**src/rtl/pkt_tx_traffic_gen.sv**
```systemverilog
// Packet traffic generator for the MAC pkt_tx_* interface: length sweep, inter-packet gap,
// count/continuous modes, back-pressure on pkt_tx_full and a sequence-based checkable payload.
module pkt_tx_traffic_gen #(
    parameter int DATA_W = 64,
    parameter int LEN_W  = 14,
    parameter int IPG_W  = 8,
    parameter int CNT_W  = 32,
    localparam int BYTES = DATA_W / 8,
    localparam int MOD_W = $clog2(BYTES)
) (
    input  logic              clk_156m25,
    input  logic              reset_156m25_n,
    input  logic              start,
    input  logic              stop,
    input  logic [15:0]       cfg_pkt_count,
    input  logic [LEN_W-1:0]  cfg_len_min,
    input  logic [LEN_W-1:0]  cfg_len_max,
    input  logic [IPG_W-1:0]  cfg_ipg,
    input  logic              pkt_tx_full,
    output logic [DATA_W-1:0] pkt_tx_data,
    output logic              pkt_tx_val,
    output logic              pkt_tx_sop,
    output logic              pkt_tx_eop,
    output logic [MOD_W-1:0]  pkt_tx_mod,
    output logic              busy,
    output logic              done,
    output logic [CNT_W-1:0]  tx_pkt_cnt,
    output logic [CNT_W-1:0]  tx_byte_cnt
);

    typedef enum logic [1:0] {S_IDLE, S_PKT, S_IPG} state_t;

    state_t             state_q, state_d;
    logic [15:0]        cnt_cfg_q, cnt_cfg_d, sent_q, sent_d;
    logic [LEN_W-1:0]   len_min_q, len_min_d, len_max_q, len_max_d;
    logic [LEN_W-1:0]   len_q, len_d, off_q, off_d;
    logic [IPG_W-1:0]   ipg_cfg_q, ipg_cfg_d, ipg_cnt_q, ipg_cnt_d;
    logic [7:0]         seq_q, seq_d;
    logic               stop_pend_q, stop_pend_d;
    logic [DATA_W-1:0]  data_q, data_d;
    logic               val_q, val_d, sop_q, sop_d, eop_q, eop_d;
    logic [MOD_W-1:0]   mod_q, mod_d;
    logic               busy_q, busy_d, done_q, done_d;
    logic [CNT_W-1:0]   pkt_cnt_q, pkt_cnt_d, byte_cnt_q, byte_cnt_d;

    logic [LEN_W-1:0]   lmin_eff, lmax_eff, next_len;
    logic [LEN_W:0]     pos;
    logic [DATA_W-1:0]  beat_data;
    logic               last_beat, count_hit;

    // Byte k of the packet is (seq + k) mod 256; lanes past the packet end read as zero.
    always_comb begin
        beat_data = '0;
        pos       = '0;
        for (int j = 0; j < BYTES; j++) begin
            pos = {1'b0, off_q} + (LEN_W+1)'(j);
            if (pos < {1'b0, len_q})
                beat_data[DATA_W-1-8*j -: 8] = seq_q + off_q[7:0] + 8'(j);
        end
    end

    assign lmin_eff  = (cfg_len_min == '0) ? LEN_W'(1) : cfg_len_min;
    assign lmax_eff  = (cfg_len_max < lmin_eff) ? lmin_eff : cfg_len_max;
    assign next_len  = (len_q >= len_max_q) ? len_min_q : len_q + LEN_W'(1);
    assign last_beat = ({1'b0, off_q} + (LEN_W+1)'(BYTES)) >= {1'b0, len_q};
    assign count_hit = (cnt_cfg_q != '0) && (sent_q + 16'd1 == cnt_cfg_q);

    // NOTE: every _d gets a default before the case so no path can infer a latch.
    always_comb begin
        state_d     = state_q;
        cnt_cfg_d   = cnt_cfg_q;
        sent_d      = sent_q;
        len_min_d   = len_min_q;
        len_max_d   = len_max_q;
        len_d       = len_q;
        off_d       = off_q;
        ipg_cfg_d   = ipg_cfg_q;
        ipg_cnt_d   = ipg_cnt_q;
        seq_d       = seq_q;
        stop_pend_d = stop_pend_q;
        data_d      = '0;
        val_d       = 1'b0;
        sop_d       = 1'b0;
        eop_d       = 1'b0;
        mod_d       = '0;
        done_d      = 1'b0;
        pkt_cnt_d   = pkt_cnt_q;
        byte_cnt_d  = byte_cnt_q;

        unique case (state_q)
            S_IDLE: begin
                if (start) begin
                    cnt_cfg_d   = cfg_pkt_count;
                    len_min_d   = lmin_eff;
                    len_max_d   = lmax_eff;
                    len_d       = lmin_eff;
                    ipg_cfg_d   = cfg_ipg;
                    off_d       = '0;
                    seq_d       = '0;
                    sent_d      = '0;
                    stop_pend_d = 1'b0;
                    state_d     = S_PKT;
                end
            end
            S_PKT: begin
                if (stop) stop_pend_d = 1'b1;
                if (!pkt_tx_full) begin
                    val_d  = 1'b1;
                    sop_d  = (off_q == '0);
                    data_d = beat_data;
                    if (last_beat) begin
                        eop_d      = 1'b1;
                        mod_d      = len_q[MOD_W-1:0];
                        pkt_cnt_d  = pkt_cnt_q + CNT_W'(1);
                        byte_cnt_d = byte_cnt_q + CNT_W'(len_q);
                        sent_d     = sent_q + 16'd1;
                        seq_d      = seq_q + 8'd1;
                        len_d      = next_len;
                        off_d      = '0;
                        if (count_hit || stop_pend_q || stop) begin
                            state_d = S_IDLE;
                            done_d  = 1'b1;
                        end else if (ipg_cfg_q != '0) begin
                            state_d   = S_IPG;
                            ipg_cnt_d = ipg_cfg_q;
                        end
                    end else begin
                        off_d = off_q + LEN_W'(BYTES);
                    end
                end
            end
            S_IPG: begin
                if (stop) begin
                    state_d = S_IDLE;
                    done_d  = 1'b1;
                end else if (ipg_cnt_q == IPG_W'(1)) begin
                    state_d = S_PKT;
                end else begin
                    ipg_cnt_d = ipg_cnt_q - IPG_W'(1);
                end
            end
            default: state_d = S_IDLE;
        endcase

        busy_d = (state_d != S_IDLE);
    end

    always_ff @(posedge clk_156m25) begin
        if (!reset_156m25_n) begin
            state_q     <= S_IDLE;
            cnt_cfg_q   <= '0;
            sent_q      <= '0;
            len_min_q   <= '0;
            len_max_q   <= '0;
            len_q       <= '0;
            off_q       <= '0;
            ipg_cfg_q   <= '0;
            ipg_cnt_q   <= '0;
            seq_q       <= '0;
            stop_pend_q <= 1'b0;
            data_q      <= '0;
            val_q       <= 1'b0;
            sop_q       <= 1'b0;
            eop_q       <= 1'b0;
            mod_q       <= '0;
            busy_q      <= 1'b0;
            done_q      <= 1'b0;
            pkt_cnt_q   <= '0;
            byte_cnt_q  <= '0;
        end else begin
            state_q     <= state_d;
            cnt_cfg_q   <= cnt_cfg_d;
            sent_q      <= sent_d;
            len_min_q   <= len_min_d;
            len_max_q   <= len_max_d;
            len_q       <= len_d;
            off_q       <= off_d;
            ipg_cfg_q   <= ipg_cfg_d;
            ipg_cnt_q   <= ipg_cnt_d;
            seq_q       <= seq_d;
            stop_pend_q <= stop_pend_d;
            data_q      <= data_d;
            val_q       <= val_d;
            sop_q       <= sop_d;
            eop_q       <= eop_d;
            mod_q       <= mod_d;
            busy_q      <= busy_d;
            done_q      <= done_d;
            pkt_cnt_q   <= pkt_cnt_d;
            byte_cnt_q  <= byte_cnt_d;
        end
    end

    assign pkt_tx_data = data_q;
    assign pkt_tx_val  = val_q;
    assign pkt_tx_sop  = sop_q;
    assign pkt_tx_eop  = eop_q;
    assign pkt_tx_mod  = mod_q;
    assign busy        = busy_q;
    assign done        = done_q;
    assign tx_pkt_cnt  = pkt_cnt_q;
    assign tx_byte_cnt = byte_cnt_q;

endmodule

```
**config.mk**
```make
export PLATFORM = sky130hd
export DESIGN_NAME = pkt_tx_traffic_gen
export DESIGN_NICKNAME = d
export VERILOG_FILES = /design/src/rtl/pkt_tx_traffic_gen.sv
export SDC_FILE = /design/constraint.sdc
export NUM_CORES = 1
export LEC_CHECK = 0
export ABC_AREA = 1
export BUFFER_PORTS_ARGS = -buffer_cell sky130_fd_sc_hd__buf_4
export CORE_MARGIN = 2
export CORE_UTILIZATION = 25
export CTS_CLUSTER_SIZE = 20
export DETAILED_ROUTE_END_ITERATION = 7
export GPL_TIMING_DRIVEN = 0
export PLACE_DENSITY_LB_ADDON = 0.1
export SKIP_LAST_GASP = 1
export SLEW_MARGIN = 20
export SYNTH_ARGS = -nofsm -noshare
export SYNTH_HDL_FRONTEND = slang
export SYNTH_SLANG_ARGS = --single-unit
```
**constraint.sdc**
```tcl
create_clock -name clk_156m25 -period 4 [get_ports clk_156m25]
set_input_delay 1.2 -clock clk_156m25 [delete_from_list [all_inputs] [get_ports clk_156m25]]
set_output_delay 1.2 -clock clk_156m25 [all_outputs]
set_load 0.05 [all_outputs]
```
**After elaboration in Yosys (flattened, before gate mapping)**

Index checks and enable logic that the tools add are counted.

- Output and inout bits: 136
- Memory bits (read-only): 0
- Bits of input ports: 57
- Memories: 0
- Flip-flop bits (word level): 251
- Memory bits (writable): 0
- Latch bits: 0
- Word-level logic and storage cells: 157

- Bitwise logic cells: 12
- Shifts and indexed selects: 0
- $add $sub $neg: 23
- Div/mod/pow operators: 0
- $lt $le $gt $ge: 11
- $mul: 0
- Multiplexer cells: 44
- Reduce and logical (&&, ||, !) cells: 28
- Eq/ne operators: 12

Operators with widths:

| kind | number |
|---|---|
| $mux 14 | 9 |
| $lt 15x14->1 | 7 |
| $mux 8 | 9 |
| $add 14x3->15 const B | 4 |
| $pmux 14 s2 | 2 |
| $mux 16 | 3 |
| $reduce_or 4->1 | 9 |
| $add 32x1->32 const B | 1 |
| $add 32x14->32 | 1 |
| $add 8x3->8 const B | 4 |
| $pmux 16 s2 | 1 |
| $pmux 8 s2 | 2 |
| $add 14x2->15 const B | 2 |
| $logic_not 14->1 | 2 |
| $lt 14x14->1 | 2 |
| $add 16x1->16 const B | 1 |
| $add 8x1->8 const B | 2 |
| $add 8x2->8 const B | 2 |
| $eq 16x16->1 | 1 |
| $ne 2x2->1 const B | 8 |
| $reduce_bool 16->1 | 1 |
| $add 14x1->15 const B | 1 |
| $add 14x4->15 const B | 1 |
| $ge 15x14->1 | 1 |
| 23 further kinds | 54 |

**Logic depth before layout (Yosys ltp)**

Gate-level depths: netlist of the first run.

- Depth in word-level cells: 10
- Mapped depth: 24
- Gate-level depth less buffers: 24

**Worst setup path after synthesis of the first run**

No wires, ideal clock.

- Path type: reg2reg
- Start point: reg off_q[4]
- End point: reg sent_q[12]
- Path slack: 1.212 ns
- Required time: 3.868 ns
- Cell stages (with the launch flop): 23
- Library setup time: 0.132 ns
- Buffers on the path: 1
- Arrival: 2.656 ns
- Clock period less this slack: 2.788 ns
- Path through: dfxtp_1 > ha_1 > nand3_1 > nor2_1 > inv_1 > nor2_1 > inv_1 > nand2_1 > inv_1 > ha_1 > nand2_1 > nor2_1 > nor2_1 > nand3_1 > o21bai_2 > nand3_2 > nand2_2 > clkinv_2 > nand2_2 > clkinv_2 > buf_6 > nand3_1 > a21oi_1

- Longest elaborated chain between the ends: 4

RTL lines:

| what | RTL line | RTL |
|---|---|---|
| start, declared | 36 | `logic [LEN_W-1:0] len_q, len_d, off_q, off_d;` |
| start signal, assigned | 156 | `off_q <= '0;` |
| start signal, assigned | 177 | `off_q <= off_d;` |
| $add 14x4->15 | 65 | `assign last_beat = ({1'b0, off_q} + (LEN_W+1)'(BYTES)) >= {1'b0, len_q};` |
| $ge 15x14->1 | 65 |  |
| $ne 2x2->1 (no source line) | n/a |  |
| $reduce_and 4->1 (no source line) | n/a |  |
| end signal, assigned | 173 | `sent_q <= sent_d;` |
| end, declared | 34 | `logic [15:0] cnt_cfg_q, cnt_cfg_d, sent_q, sent_d;` |

Every way passes these cells.
A chain may end at the register's enable or synchronous reset.

**Final worst setup path of the first run**

- Start point: reg off_q[6]
- End point: reg sent_q[15]

The elaborated chain is that of the path after synthesis.

==> flow_summary.ini, run 1 <==
[status]
status = finished clean

[power]
p_leak_uw = 0.00801
powerDensity_nw_per_um2 = 425
ir_worst_vdd_mv = 0.224
finalPower_uw = 7800

[synth]
ys_types = 57
yosysMostFrequentCell = nand2_1
synth_top_area_cell = dfxtp_1
synth_top_area_share_pct = 33.6
syn_area_um2 = 14800
synth_cells = 2120
ys.flop_type = dfxtp_1
synth_area_per_cell_um2 = 6.96
ys_ff_latch = 248
yosys_warnings = 0
synth-compound-area-share_pct = 15.3
synthSimpleGateAreaFrac_pct = 28.0
yosys.area_share.adder_pct = 9.89
synth_edf_count = 0
synth_top_family_by_area = simple AND/OR/NAND/NOR gates
synth_common_cells = nand2_1 (445), dfxtp_1 (248), inv_1 (231), a21oi_1 (220), nor2_1 (200)
yosys-top-cells-area = dfxtp_1 (34%), nand2_1 (11%), ha_1 (9.8%)
muxShareOfSynthArea_pct = 0
synth_seq_area_share_pct = 33.6
async_reset_ff_share_pct = 0
synth_nets = 2293
synth-xor-area-share_pct = 4.19

[sta]
hold_viol = 0
clock_skew_ns = 0.0198
setup_viol = 0
min_period_ns = 3.69
hold_ws_ns = 0.468
fin_crit_sh_pct = 92.4
relSlewSlack_pct = 34.5
drv_slew = 0
worst_pin_slew_ns = 0.970
setup-tns-final_ns = 0
layout_setup_ws_ns = 0.305
fmax_ghz = 0.271
rsz0062_at_grt = false

[global_routing]
grt_start_max_net_pins = 14
grt_pass1_vias = 14200
grt_pass1_wl_mm = 83.4
grt-ovfl-total = 0
grt_usage_pct = 17.8
antenna_found_initial = 2

[clock_tree]
cts_buffers = 35
clk_pin_slew_ns = 0.05
htreeDepth = 2
insertion_delay_ns = 0.56
clockRootBuffer = clkbuf_16
tritoncts = yes
hold_buffers = 0
clkSinkCount = 248
cts.path.max_buffers = 3

[floorplan]
die_w_um = 247
rows = 89
coreArea_um2 = 58700
io_pins = 193
die_area_um2 = 61000
chipHeight_um = 247
initial_core_util_pct = 25.1

[cells_and_area]
fin_nets = 2522
drive_above_1_share_pct = 14.6
n_fill_cell = 6418
antenna_cells = 0
syn_to_final_growth_pct = 24.4

[placement]
dp_hpwl_mm = 42.7
place.gp.congestion = 0.854
dp_slack_ns = 0.105
portBuffers = 191

[critical_path]
path_max_fanout = 10
critPathKind = register to register
worstPathRequired_ns = 4.38
cp-end-kind = register
arrival_ns = 4.08
crit_path_start_kind = register

[routing]
wirelength_mm = 54.9
viasPerCell = 4.62
vias = 14500
drtIter0Drc = 782
drtPass1Iterations = 5
drtAntennaViolNets = 0
drc = 0
post_drt_wl_per_cell_um = 17.5

[worst_hold_path]
hp-class = register to register

[run]
cap_viol_max_count = 0
cell type report:
cell class | count | area [um2] | share of cell area (%)
tap | 773 | 967 | 5.27
timing repair buffer | 192 | 1440 | 7.85
clock inverter | 12 | 153 | 0.831
inverter | 251 | 945 | 5.14
sequential | 248 | 4970 | 27.1
clock buffer | 50 | 1030 | 5.63
multi-input combinational | 1536 | 8460 | 46.1
buffer | 85 | 394 | 2.15
per-stage QoR:
step | area, um2 | util, % | instances
finish | 18400 | 31.3 | 3147
global placement | 17200 | 29.2 | 3084
global route | 18400 | 31.3 | 3147
floorplan | 14800 | - | 2120
detailed placement | 17200 | 29.2 | 3084
CTS | 18300 | 31.3 | 3146
metal layers:
metal | vias up | GRT usage, % | share of wire (%)
li1 | 7427 | - | -
met1 | 6738 | 23.4 | 47
met2 | 305 | 30.2 | 46
met3 | 60 | 3.41 | 5.1
met4 | 0 | 4.02 | 1.8
met5 | - | 0 | 0
sequential cells by signal (all words and copies together) (netlist names), 3 cells and up:
register     cells
tx_pkt_cnt      32
seq_q            8
ipg_cfg_q        8
ipg_cnt_q        8
off_q           11
sent_q          16
cnt_cfg_q       16
len_q           14
len_max_q       14
pkt_tx_data     64
tx_byte_cnt     32
pkt_tx_mod       3
len_min_q       14
cell usage in the layout, fill, tap and decap left out, drive strengths merged, types with 40 or more instances in the layout:
master	instances
a21oi	220
buf	217
clkbuf	110
dfxtp	248
ha	115
inv	246
nand2	457
nand3	146
nor2	218
nor3	40
o21ai	149
xor2	48
cell families after synthesis:
family                   Yosys count
XOR/XNOR                          69
flip-flops                       248
AND/OR/NAND/NOR                  930
AO/OA/AOI/OAI                    421
adder cells (fa/ha/maj)          116
buffers and inverters            336
repair_timing:
| action | in CTS | in global routing |
|---|---|---|
| gates resized for setup | 0 | 7 |
| setup buffers | 0 | 0 |
| setup endpoints to repair | 0 | 44 |
worst max-delay path, cell delays in order (launching register included):
cell and delay, ns:
dfxtp_1 0.43, clkbuf_2 0.28, nand3_1 0.13, nor2_1 0.12
inv_1 0.08, nor2_1 0.15, inv_1 0.10, nand2_1 0.08
inv_1 0.05, ha_1 0.28, nand2_1 0.10, nor2_1 0.06
nor2_1 0.08, nand3_1 0.12, o21bai_4 0.27, nand3_2 0.23
nand2_2 0.20, clkinv_2 0.13, nand2_2 0.12, clkinv_2 0.16
buf_6 0.20, nand3_1 0.08, a21oi_1 0.07
power by group:
group / internal, uW / switching (uW) / leakage (uW)
logic: 582 / 1220 / 0.00541
clock network: 1990 / 1250 / 0.000586
registers: 2610 / 148 / 0.00202
total: 5180 / 2620 / 0.00801
worst paths after layout:
| path | start | endpoint | slack, ns | depth (start not counted) |
|---|---|---|---|---|
| max | off_q[6] | sent_q[15] | 0.31 | 22 |
| min | len_max_q[7] | len_max_q[7] | 0.47 | 2 |
| max reg2reg | off_q[6] | sent_q[15] | 0.31 | 22 |
| min reg2reg | len_max_q[7] | len_max_q[7] | 0.47 | 2 |
(Power assumes the default switching activity.)
==> run 2, diff against run 1 <==
Settings changed: CORE_UTILIZATION 25 to 59.
==> run 2 against run 1 <==
Sequential cell count stayed put. Final cell count decreased by 15%. Clock-buffer cell count fell by 9. Register-to-register slack barely moved. Global-route usage increased by 15 points. Sequential share of layout area rose by 1.3 points. Combinational power is 4% lower. Maximum frequency rose by 0.13%. Core utilization rose by 40 points. Die area shrank 57%. Setup slack gained 0.0048 ns. Critical endpoint is now sent_q[14]. Largest cell class unchanged. Largest power group is now sequential cells.
==> flow_summary.ini, run 2 (synthesized netlist as in run 1, its figures left out) <==
[cells_and_area]
fin_nets = 2514
syn_to_final_growth_pct = 18.6
largest_reg_flops = 64
final_cell_mix = nand2_1 (445), dfxtp_1 (247), inv_1 (231)
n_fill_cell = 2126
layout_commonest_cell = nand2_1
final_util_pct = 71.5
drive_above_1_share_pct = 14.1
regArea_um2 = 4970
antenna_cells = 0
multi_input_area_um2 = 8450

[sta]
worst_pin_slew_ns = 0.873
hold_viol = 0
setup_viol = 0
relSlewSlack_pct = 41.0
rsz0062_at_grt = false
drv_slew = 0
clock_skew_ns = 0.0117
setup-tns-final_ns = 0
fmax_ghz = 0.271
min_period_ns = 3.69
fin_crit_sh_pct = 92.2

[routing]
drtPass1Iterations = 7
drtAntennaViolNets = 0
viasPerCell = 5.58
wirelength_mm = 43.5
drtIter0Drc = 1210
vias = 15000
drc = 0
post_drt_wl_per_cell_um = 16.2

[worst_hold_path]
min_path_cells = 2
hp-class = register to register

[critical_path]
worstPathRequired_ns = 4.40
crit_path_start_kind = register
cp_slowest_cell = dfxtp_1
crit_path_max_incr_delay_ns = 0.54
crit_buf_inv = 6
crit_family = simple AND/OR/NAND/NOR gates
arrival_ns = 4.09
crit_chain = ha_1, nand3_1, nor2_1, inv_1, nor2_1, inv_1, nand2_1, inv_1, ha_1, nand2_1, nor2_1, nor2_1, nand3_1, o21bai_2, nand3_2, nand2_2, clkinv_2, nand2_2, clkinv_2, buf_6, nand3_1, a21oi_1
path_max_fanout = 10
cp-end-kind = register
critPathKind = register to register
cp.depth = 22
rr_worst_depth = 22
crit_top_cell = nor2_1

[power]
comb_power_share_pct = 24.6
internal_power_uw = 4660
powerDensity_nw_per_um2 = 400
switching_share_pct = 33.5
p_seq_share_pct = 39.2
power.switching_uw = 2340
pwr-share-clk_pct = 36.2
ir_worst_vdd_mv = 0.325
p_leak_uw = 0.00787

[placement]
place.gp.congestion = 0.944
portBuffers = 191
dp_hpwl_mm = 33.1

[clock_tree]
insertion_delay_ns = 0.55
clkSinkCount = 248
clk_pin_slew_ns = 0.06
cts.path.max_buffers = 3
post_cts_buffers = 0
tritoncts = yes
clockRootBuffer = clkbuf_16
cts_buffers = 28
htreeDepth = 1

[floorplan]
io_pins = 193
die_w_um = 162
initial_core_util_pct = 60.3
die_area_um2 = 26300
chipHeight_um = 162
rows = 57
coreArea_um2 = 24500

[global_routing]
grt_usage_pct = 32.7
grt_pass1_vias = 14100
antenna_found_initial = 0
grt_pass1_wl_mm = 70.0
grt-ovfl-total = 0
grt_start_max_net_pins = 14

[status]
status = finished clean

[run]
cap_viol_max_count = 0
==> run 2: cell types whose count changed in the layout (fill, tap and decap cells not counted), sizes merged <==
cell / change
clkinvlp: -1
buf: -1
bufinv: -2
clkbuf: -9
clkinv: +1
==> run 2: worst paths after layout <==
kind / slack [ns] / to / startpoint
worst max register to register: 0.31 / sent_q[14] / off_q[4]
worst max-delay path: 0.31 / sent_q[14] / off_q[4]
worst min-delay path: 0.47 / len_max_q[4] / len_max_q[4]
worst min register to register: 0.47 / len_max_q[4] / len_max_q[4]
==> run 2: repair_timing <==
| action | 4_1_cts | 5_1_grt |
|---|---|---|
| hold buffers | 0 | 0 |
| resized for setup | 0 | 5 |
| setup endpoints to repair | 0 | 4 |
==> run 2: layout make-up <==
class,instances,area share (%)
inverters,251,5.40
well taps,324,2.32
multi-input cells,1536,48.3
clock buffers,41,4.69
repair buffers,191,8.19
clock inverters,10,0.450
flip-flops and latches,248,28.4
plain buffers,85,2.25
==> run 2: layer usage <==
layer  wire length, um  vias to the layer above  global-route usage, %  part of all wire [%]
li1                  -                     7400                      -                     -
met1             18000                     6809                   40.5                    41
met2             20300                      658                   57.3                    47
met3              3390                      110                   4.60                   7.8
met4              1770                        0                   13.0                   4.1
met5                 0                        -                      0                     0
==> run 2: per-stage QoR <==
stage	hold slack, ns	power (uW)	worst slack [ns]	instances	instance area [um2]
floorplan	0.429	3960	1.21	2120	14800
global placement	0.454	4440	0.498	2635	16600
detailed placement	0.457	4480	0.415	2635	16600
CTS	0.466	6980	0.358	2686	17500
global route	0.491	7310	0.00328	2686	17500
finish	0.466	7000	0.310	2686	17500
==> run 2: power groups by stage <==
stage               combinational [uW]  clock, uW  sequential [uW]
CTS                               1700       2550             2740
global route                      1910       2650             2760
global placement                  1650          0             2790
detailed placement                1690          0             2790
floorplan                         1120          0             2840
finish                            1720       2530             2740
==> run 2: worst register-to-register path, delay by kind of cell (launching register included) <==
family / cells / cell delay [ns]
and+or+nand+nor: 12 / 1.41
adders and majority gates: 2 / 0.57
AOI/OAI and AO/OA: 2 / 0.35
buffers and inverters: 6 / 0.69
DFF: 1 / 0.54
